[src/rtl/security_engine.sv]
// Key-gated encode/decode engine with a restoring divide-by-3 for decode and
// lockout after MAX_FAIL consecutive key rejections.
//
// state  | meaning
// IDLE   | ready for a request
// CALC   | computing result (1 cycle encode, DATA_W cycles decode)
// DONE   | result presented, waiting for out_ready
// LOCKED | too many bad keys; absorbing until rst
module security_engine #(
  parameter int               DATA_W   = 32,
  parameter int               KEY_W    = 16,
  parameter logic [KEY_W-1:0] KEY_MEM  = 16'h0032,
  parameter logic [KEY_W-1:0] KEY_REG  = 16'h0032,
  parameter int               MAX_FAIL = 3
) (
  input  logic              clk,
  input  logic              rst,
  input  logic              in_valid,
  output logic              in_ready,
  input  logic              mode,
  input  logic [DATA_W-1:0] data_in,
  input  logic [KEY_W-1:0]  key_in,
  output logic              out_valid,
  input  logic              out_ready,
  output logic [DATA_W-1:0] data_out,
  output logic              out_err,
  output logic              locked
);

  localparam int CW = $clog2(DATA_W);
  localparam int FW = $clog2(MAX_FAIL + 1);
  localparam logic [FW-1:0] FAIL_MAX = FW'(MAX_FAIL);

  typedef enum logic [1:0] {IDLE, CALC, DONE, LOCKED} state_t;

  state_t            state_q, state_d;
  logic              mode_q, mode_d;
  logic [DATA_W-1:0] a_q, a_d;
  logic [1:0]        r_q, r_d;
  logic [CW-1:0]     cnt_q, cnt_d;
  logic [FW-1:0]     fail_q, fail_d;
  logic              locked_q, locked_d;
  logic [DATA_W-1:0] data_out_q, data_out_d;
  logic              out_err_q, out_err_d;

  logic              accept, key_good, q_bit;
  logic [2:0]        trial;
  logic [1:0]        r_sub;
  logic [DATA_W-1:0] q_next, enc_res, dec_res;

  always_ff @(posedge clk) begin
    if (rst) begin
      state_q    <= IDLE;
      mode_q     <= 1'b0;
      a_q        <= '0;
      r_q        <= '0;
      cnt_q      <= '0;
      fail_q     <= '0;
      locked_q   <= 1'b0;
      data_out_q <= '0;
      out_err_q  <= 1'b0;
    end else begin
      state_q    <= state_d;
      mode_q     <= mode_d;
      a_q        <= a_d;
      r_q        <= r_d;
      cnt_q      <= cnt_d;
      fail_q     <= fail_d;
      locked_q   <= locked_d;
      data_out_q <= data_out_d;
      out_err_q  <= out_err_d;
    end
  end

  // Remainder stays below 3, so a 2-bit remainder and 3-bit trial suffice.
  always_comb begin
    accept   = in_valid && (state_q == IDLE);
    key_good = mode ? (key_in == KEY_REG) : (key_in == KEY_MEM);
    trial    = {r_q, a_q[DATA_W-1]};
    q_bit    = (trial >= 3'd3);
    r_sub    = 2'(trial - 3'd3);
    q_next   = {a_q[DATA_W-2:0], q_bit};
    enc_res  = (((a_q - DATA_W'(3)) ^ DATA_W'(2)) + DATA_W'(9)) * DATA_W'(3);
    dec_res  = ((q_next - DATA_W'(9)) ^ DATA_W'(2)) + DATA_W'(3);
  end

  always_comb begin
    state_d = state_q;
    case (state_q)
      IDLE:    if (accept) state_d = key_good ? CALC : DONE;
      CALC:    if (!mode_q || cnt_q == '0) state_d = DONE;
      DONE:    if (out_ready) state_d = (fail_q == FAIL_MAX) ? LOCKED : IDLE;
      LOCKED:  state_d = LOCKED;
      default: state_d = IDLE;
    endcase
  end

  always_comb begin
    mode_d     = mode_q;
    a_d        = a_q;
    r_d        = r_q;
    cnt_d      = cnt_q;
    fail_d     = fail_q;
    data_out_d = data_out_q;
    out_err_d  = out_err_q;
    if (state_q == IDLE && accept) begin
      mode_d = mode;
      a_d    = data_in;
      r_d    = '0;
      cnt_d  = CW'(DATA_W - 1);
      if (key_good) begin
        fail_d = '0;
      end else begin
        fail_d     = (fail_q == FAIL_MAX) ? fail_q : fail_q + 1'b1;
        data_out_d = '0;
        out_err_d  = 1'b1;
      end
    end else if (state_q == CALC) begin
      if (mode_q) begin
        a_d   = q_next;
        r_d   = q_bit ? r_sub : trial[1:0];
        cnt_d = cnt_q - 1'b1;
        if (cnt_q == '0) begin
          data_out_d = dec_res;
          out_err_d  = 1'b0;
        end
      end else begin
        data_out_d = enc_res;
        out_err_d  = 1'b0;
      end
    end
    locked_d = (fail_d == FAIL_MAX);
  end

  always_comb begin
    in_ready  = (state_q == IDLE);
    out_valid = (state_q == DONE);
    data_out  = data_out_q;
    out_err   = out_err_q;
    locked    = locked_q;
  end

endmodule

[config.mk]
export PLATFORM = sky130hd
export DESIGN_NAME = security_engine
export DESIGN_NICKNAME = d
export VERILOG_FILES = /design/src/rtl/security_engine.sv
export SDC_FILE = /design/constraint.sdc
export NUM_CORES = 1
export LEC_CHECK = 0
export ABC_CLOCK_PERIOD_IN_PS = 15990
export CAP_MARGIN = 20
export CORE_ASPECT_RATIO = 1.2
export CORE_UTILIZATION = 45
export CTS_CLUSTER_DIAMETER = 150
export DETAILED_ROUTE_END_ITERATION = 10
export PLACE_DENSITY = 0.62
export SYNTH_ARGS = -nofsm -noshare
export SYNTH_HDL_FRONTEND = slang
export SYNTH_SLANG_ARGS = --single-unit
[constraint.sdc]
create_clock -name clk -period 15.99 [get_ports clk]
set_clock_uncertainty 0.15 [all_clocks]
set_input_delay 1.599 -clock clk [delete_from_list [all_inputs] [get_ports clk]]
set_output_delay 1.599 -clock clk [all_outputs]
set_load 0.005 [all_outputs]
### Word level (Yosys, flattened, before mapping)

Index checks and enable logic that the tools add are counted.

| storage, ports and cells | value |
|---|---|
| register bits | 78 |
| latch bits | 0 |
| RAM bits | 0 |
| ROM bits | 0 |
| output and inout bits | 36 |
| memories kept | 0 |

| operators by class | value |
|---|---|
| add/sub/neg operators | 7 |
| multipliers | 1 |
| div/mod/pow operators | 0 |
| order comparisons | 1 |
| equal/unequal tests | 11 |
| shift-type cells | 0 |
| mux-type cells | 26 |
| bitwise operators | 2 |
| reduce and logical (&&, ||, !) cells | 13 |

Operator list:

| operator | number |
|---|---|
| 32-bit 2-to-1 mux | 8 |
| 32-bit by 2-bit adder with 32-bit output (second input constant) | 1 |
| 32-bit by 4-bit adder with 32-bit output (second input constant) | 1 |
| 32-bit by 2-bit multiplier with 32-bit output (second input constant) | 1 |
| 32-bit by 2-bit subtractor with 32-bit output (second input constant) | 1 |
| 32-bit by 4-bit subtractor with 32-bit output (second input constant) | 1 |
| 2-bit 2-to-1 mux | 9 |
| 16-bit by 6-bit == test with 1-bit output (second input constant) | 1 |
| 5-bit 2-to-1 mux | 3 |
| 2-bit == test (second input constant) | 4 |
| 2-bit one-hot mux with 4 select lines | 1 |
| 3-bit AND reduction | 2 |
| 5-bit logical NOT | 1 |
| 1-bit 2-to-1 mux | 5 |
| 5-bit by 1-bit subtractor with 5-bit output (second input constant) | 1 |
| 2-bit by 1-bit inequality test with 1-bit output (second input constant) | 2 |
| 2-bit inequality test (second input constant) | 2 |
| 2-bit AND reduction | 2 |
| 2-bit nonzero test | 2 |
| 3-bit by 2-bit greater-or-equal comparator with 1-bit output (second input constant) | 1 |
| 3-bit by 1-bit inequality test with 1-bit output (second input constant) | 1 |
| 2-bit by 1-bit adder with 2-bit output (second input constant) | 1 |
| 2-bit by 1-bit == test with 1-bit output (second input constant) | 1 |
| 1-bit logical AND | 2 |
| other kinds (6) | 7 |

### Depth between registers and ports, before layout

| logic depth | value |
|---|---|
| depth in word-level cells | 8 |
| mapped depth | 23 |

### Worst setup path after synthesis

No wires, ideal clock.

| timing path | value |
|---|---|
| path kind | register to register |
| start point | register a_q[1] |
| end point | register data_out_q[28], in the netlist data_out[28] |
| setup time | 0.141 ns |
| data arrival time | 4.892 ns |
| required time | 15.699 ns |
| path slack | 10.806 ns |
| stages on the path, launching flop included | 24 |
| buffers on the path | 2 |
| period minus slack after synthesis | 5.184 ns |
| path through | dfxtp_1 > buf_2 > buf_1 > inv_1 > ha_1 > o21ai_0 > a2111oi_0 > a221o_1 > nand4b_1 > nand2_1 > a32oi_1 > xnor2_1 > ha_1 > a21o_1 > a21o_1 > a21o_1 > a21oi_1 > a21boi_0 > a41oi_1 > and3_1 > o21ai_1 > a31o_2 > a22oi_1 > a311oi_1 |

| on the way | value |
|---|---|
| word-level cells in the longest chain between the ends | 7 |

Ends and longest elaborated chain:

| what | RTL line | text |
|---|---|---|
| start, declared | 38 | `logic [DATA_W-1:0] a_q, a_d;` |
| start signal, assigned | 55 | `a_q <= '0;` |
| start signal, assigned | 65 | `a_q <= a_d;` |
| 32-bit by 2-bit subtractor with 32-bit output | 83 | `enc_res = (((a_q - DATA_W'(3)) ^ DATA_W'(2)) + DATA_W'(9)) * DATA_W'(3);` |
| 1-bit NOT (no line) | - |  |
| 32-bit by 4-bit adder with 32-bit output | 83 |  |
| 32-bit by 2-bit multiplier with 32-bit output | 83 |  |
| 32-bit 2-to-1 mux (*) | 119 | `if (mode_q) begin` |
| 32-bit 2-to-1 mux (*) | 118 | `end else if (state_q == CALC) begin` |
| 32-bit 2-to-1 mux (*) | 106 | `if (state_q == IDLE && accept) begin` |
| end signal, assigned | 70 | `data_out_q <= data_out_d;` |
| end, declared | 43 | `logic [DATA_W-1:0] data_out_q, data_out_d;` |

Every way passes the cells marked *; elsewhere a longest branch is shown, timed or not. The select of a mux whose other input is x is not followed.
A chain may end at the register's enable or synchronous reset.

### Worst setup path in the final report

| timing path | value |
|---|---|
| start point | register a_q[0] |
| end point | register data_out_q[28], in the netlist data_out[28] |

| on the way | value |
|---|---|
| word-level cells in the longest chain between the ends | 7 |

Ends and longest elaborated chain:

| what | RTL line |
|---|---|
| 32-bit by 2-bit subtractor with 32-bit output or 32-bit by 4-bit subtractor with 32-bit output (tied branches) | 83, 84 |
| 1-bit NOT (no line) | - |
| 32-bit by 4-bit adder with 32-bit output or 32-bit by 2-bit adder with 32-bit output (tied branches) | 83, 84 |
| 32-bit by 2-bit multiplier with 32-bit output or 32-bit 2-to-1 mux (tied branches) | 83, 123 |
| 32-bit 2-to-1 mux (*) | 119 |
| 32-bit 2-to-1 mux (*) | 118 |
| 32-bit 2-to-1 mux (*) | 106 |

Marked as above.

==> results.md <==
* Status: finished, violations left
* Violated checks: DRC
* H-Tree Level Count at 3
* CP Launch Type: flop
* Unique masters post-synth at 92
* LEAKAGE at 3.315 nW
* Synth top area share at 18.92%
* Fin Setup TNS at 0 ns
* Crit path required time at 16.05 ns
* CP max-delay cell: dfxtp_1
* Initial antenna violation count at 0
* Nets at 1268
* Post-cts sizing count at 0
* Slew @ Worst Pin at 0.9622 ns
* Post-DP HPWL at 18870 µm
* Yosys warnings at 0
* Final antenna-violating net count at 0
* Crit path cell chain: inv_1 > ha_1 > o21ai_0 > a2111oi_0 > a221o_1 > nand4b_1 > nand2_1 > a32oi_1 > xnor2_1 > ha_1 > a21o_1 > a21o_1 > a21o_1 > a21oi_1 > a21boi_0 > a41oi_1 > and3_1 > o21ai_1 > a31o_2 > a22oi_1 > a311oi_1
* Critical path fanouts, max at 17
* Worst setup EP type: flop
* Ports at 89
* Clock slew at reported path FFs at 0.06 ns
* FF+latch count, synth at 78
* Cells after Synth at 1146
* Most used cell along the critical path: a21o_1
* Cell Area, Synth at 8252 µm²
* Final WL at 24740 µm
* WL/cell at 17.63 µm
* Critical path type: reg2reg
* Top cells by count, synth: 136 x nand2_1, 136 x nor2_1, 78 x dfxtp_1
* Starting Density at 46.60%
* Largest net degree at the start of global routing at 85
* Non-Filler Instances at 1403
* Global-route wire length before repair at 39460 µm
* Core footprint at 17710 µm²
* Pwr Total at 1.142 mW
* Pwr dens at 120.9 nW/µm²
* Routability cong. at 0.9721
* Setup Viol. Count Final at 0
* FP Rows at 53
* Drt first pass iters at 8
* Antenna diodes at 0
* # Max-Cap Violations at 0
* Worst VDD drop at 0.05360 mV
* Vias in the first global route at 7573
* Die area at 18890 µm²
* CP arrival at 6.17 ns
* Avg Inst Size Synth at 7.200 µm²
* # port buffers at 88
* Crit path time final at 6.111 ns
* RSZ-0062 raised after global routing: no
* Postcts setup bufs at 0
* Sink Count at 78
* Asr flop ratio synth at 0%
* Via count at 8480
* Num CTS Buffers at 9
* Post-synth top flop: dfxtp_1
* Worst Hold Class: reg2reg
* Post-synthesis sequential area ratio at 18.92%
* Synth Net Count at 1236
* Deepest clock path buffer count at 2
* Worst relative slew slack at 35.85%
* Clock Latency Late Sink at 0.36 ns
* Initial DRC Count at 662
* Fraction of layout cells with a size suffix above 1 at 5.410%
* DP Cell Count at 1387
* Dominant cell type by area after synthesis: dfxtp_1
* Hold-fix buffers, CTS at 0
* Synthesis-to-finish area growth at 14.53%
* Synth top area cells: dfxtp_1 19%, xnor2_1 8.2%, nand2_1 6.2%
* Post-synth EDFFs at 0
* DP Worst Slack at 9.920 ns
* Drt via density at 6.044
* CP max stage delay at 0.73 ns
* Die Y-Extent at 150.3 µm
* Congestion Overflow GR at 0
* CTS tree: built
* Final Hold Viols at 0
* FMAX at 0.1637 GHz
* Fin. max-slew vios at 0
* Final WS setup at 9.879 ns
* DRC violation count after routing at 5
* Die width at 125.6 µm
* Finished Cell Area at 9450 µm²
* DP Area at 9168 µm²
* Period utilisation layout at 38.21%
* Total track usage at 26.27%
* Root buf cell: clkbuf_16
==> cell usage in the layout (no fill, tap or decap), drive strengths merged, types with 11 or more instances in the layout <==
cell type,n
nor2,137
nand2,136
clkdlybuf4s50,87
dfxtp,78
xnor2,78
a21oi,70
nand3,44
ha,37
xor2,36
nor3,36
a311oi,34
o21ai,33
inv,24
nand4,23
nor4,23
a211oi,16
nor2b,16
a21o,16
nand2b,14
and3,13
a31oi,12
buf,12
or3,11
o22ai,11
o211ai,11
or2,11
==> kinds of logic (layout without fill, tap and decap cells) <==
| logic type | count (synthesis) | in the layout | synth area share, % |
|---|---|---|---|
| AO/OA/AOI/OAI | 294 | 294 | 25.66 |
| XOR/XNOR | 114 | 114 | 12.19 |
| adder cells (fa/ha/maj) | 37 | 37 | 5.610 |
| buffers and inverters | 101 | 138 | 4.928 |
| flip-flops | 78 | 78 | 18.92 |
| multiplexers | 8 | 8 | 1.016 |
| AND/OR/NAND/NOR | 514 | 514 | 31.68 |
==> layer usage <==
metal  vias up  GRT usage, %  wire length, µm
li1       4299             -                -
met1      3860         37.17            12200
met2       278         39.06            10340
met3        43         4.158             1390
met4         0         11.59              811
met5         -             0                0
==> final timing paths <==
path / start / end / slack [ns] / cells past startpoint
max: a_q[0] / data_out[28] / 9.88 / 21
min: data_out[10] / data_out[10] / 0.30 / 2
max reg2reg: a_q[0] / data_out[28] / 9.88 / 21
min reg2reg: data_out[10] / data_out[10] / 0.30 / 2
==> sequential cells by signal, summed over array words and instances (netlist names) <==
name / cells
a_q: 32
locked: 1
cnt_q: 5
r_q: 2
mode_q: 1
data_out: 32
state_q: 2
out_err: 1
fail_q: 2
==> worst max-delay path, delay by kind of cell (launching register included) <==
| family | cells | cell delay, ns |
|---|---|---|
| XOR/XNOR | 1 | 0.21 |
| AO/OA/AOI/OAI | 14 | 3.17 |
| adder cells (fa/ha/maj) | 2 | 0.75 |
| flip-flops | 1 | 0.73 |
| buffers and inverters | 1 | 0.23 |
| AND/OR/NAND/NOR | 3 | 0.71 |
==> area by class of cell <==
cell class / count / area [µm²]
repair buffers: 99 / 958.4
clock buffers: 9 / 225.2
clock inverters: 7 / 57.56
fillers: 1770 / 8255
flip-flops and latches: 78 / 1562
multi-input cells: 967 / 6286
well taps: 220 / 275.3
inverters: 23 / 86.33
==> per-stage QoR <==
step | util [%] | hold slack [ns]
detailed placement | 51.78 | 0.2971
finish | 53.37 | 0.3015
global route | 53.37 | 0.3221
CTS | 53.37 | 0.3061
floorplan | - | 0.2983
global placement | 51.78 | 0.2906
==> power breakdown <==
| part | switching (mW) | leakage (nW) | total, mW | internal [mW] |
|---|---|---|---|---|
| clock network | 0.0958 | 0.134 | 0.203 | 0.107 |
| registers | 0.0465 | 0.639 | 0.266 | 0.219 |
| logic | 0.392 | 2.54 | 0.674 | 0.281 |
No activity file was read; power rests on OpenSTA's default activity.
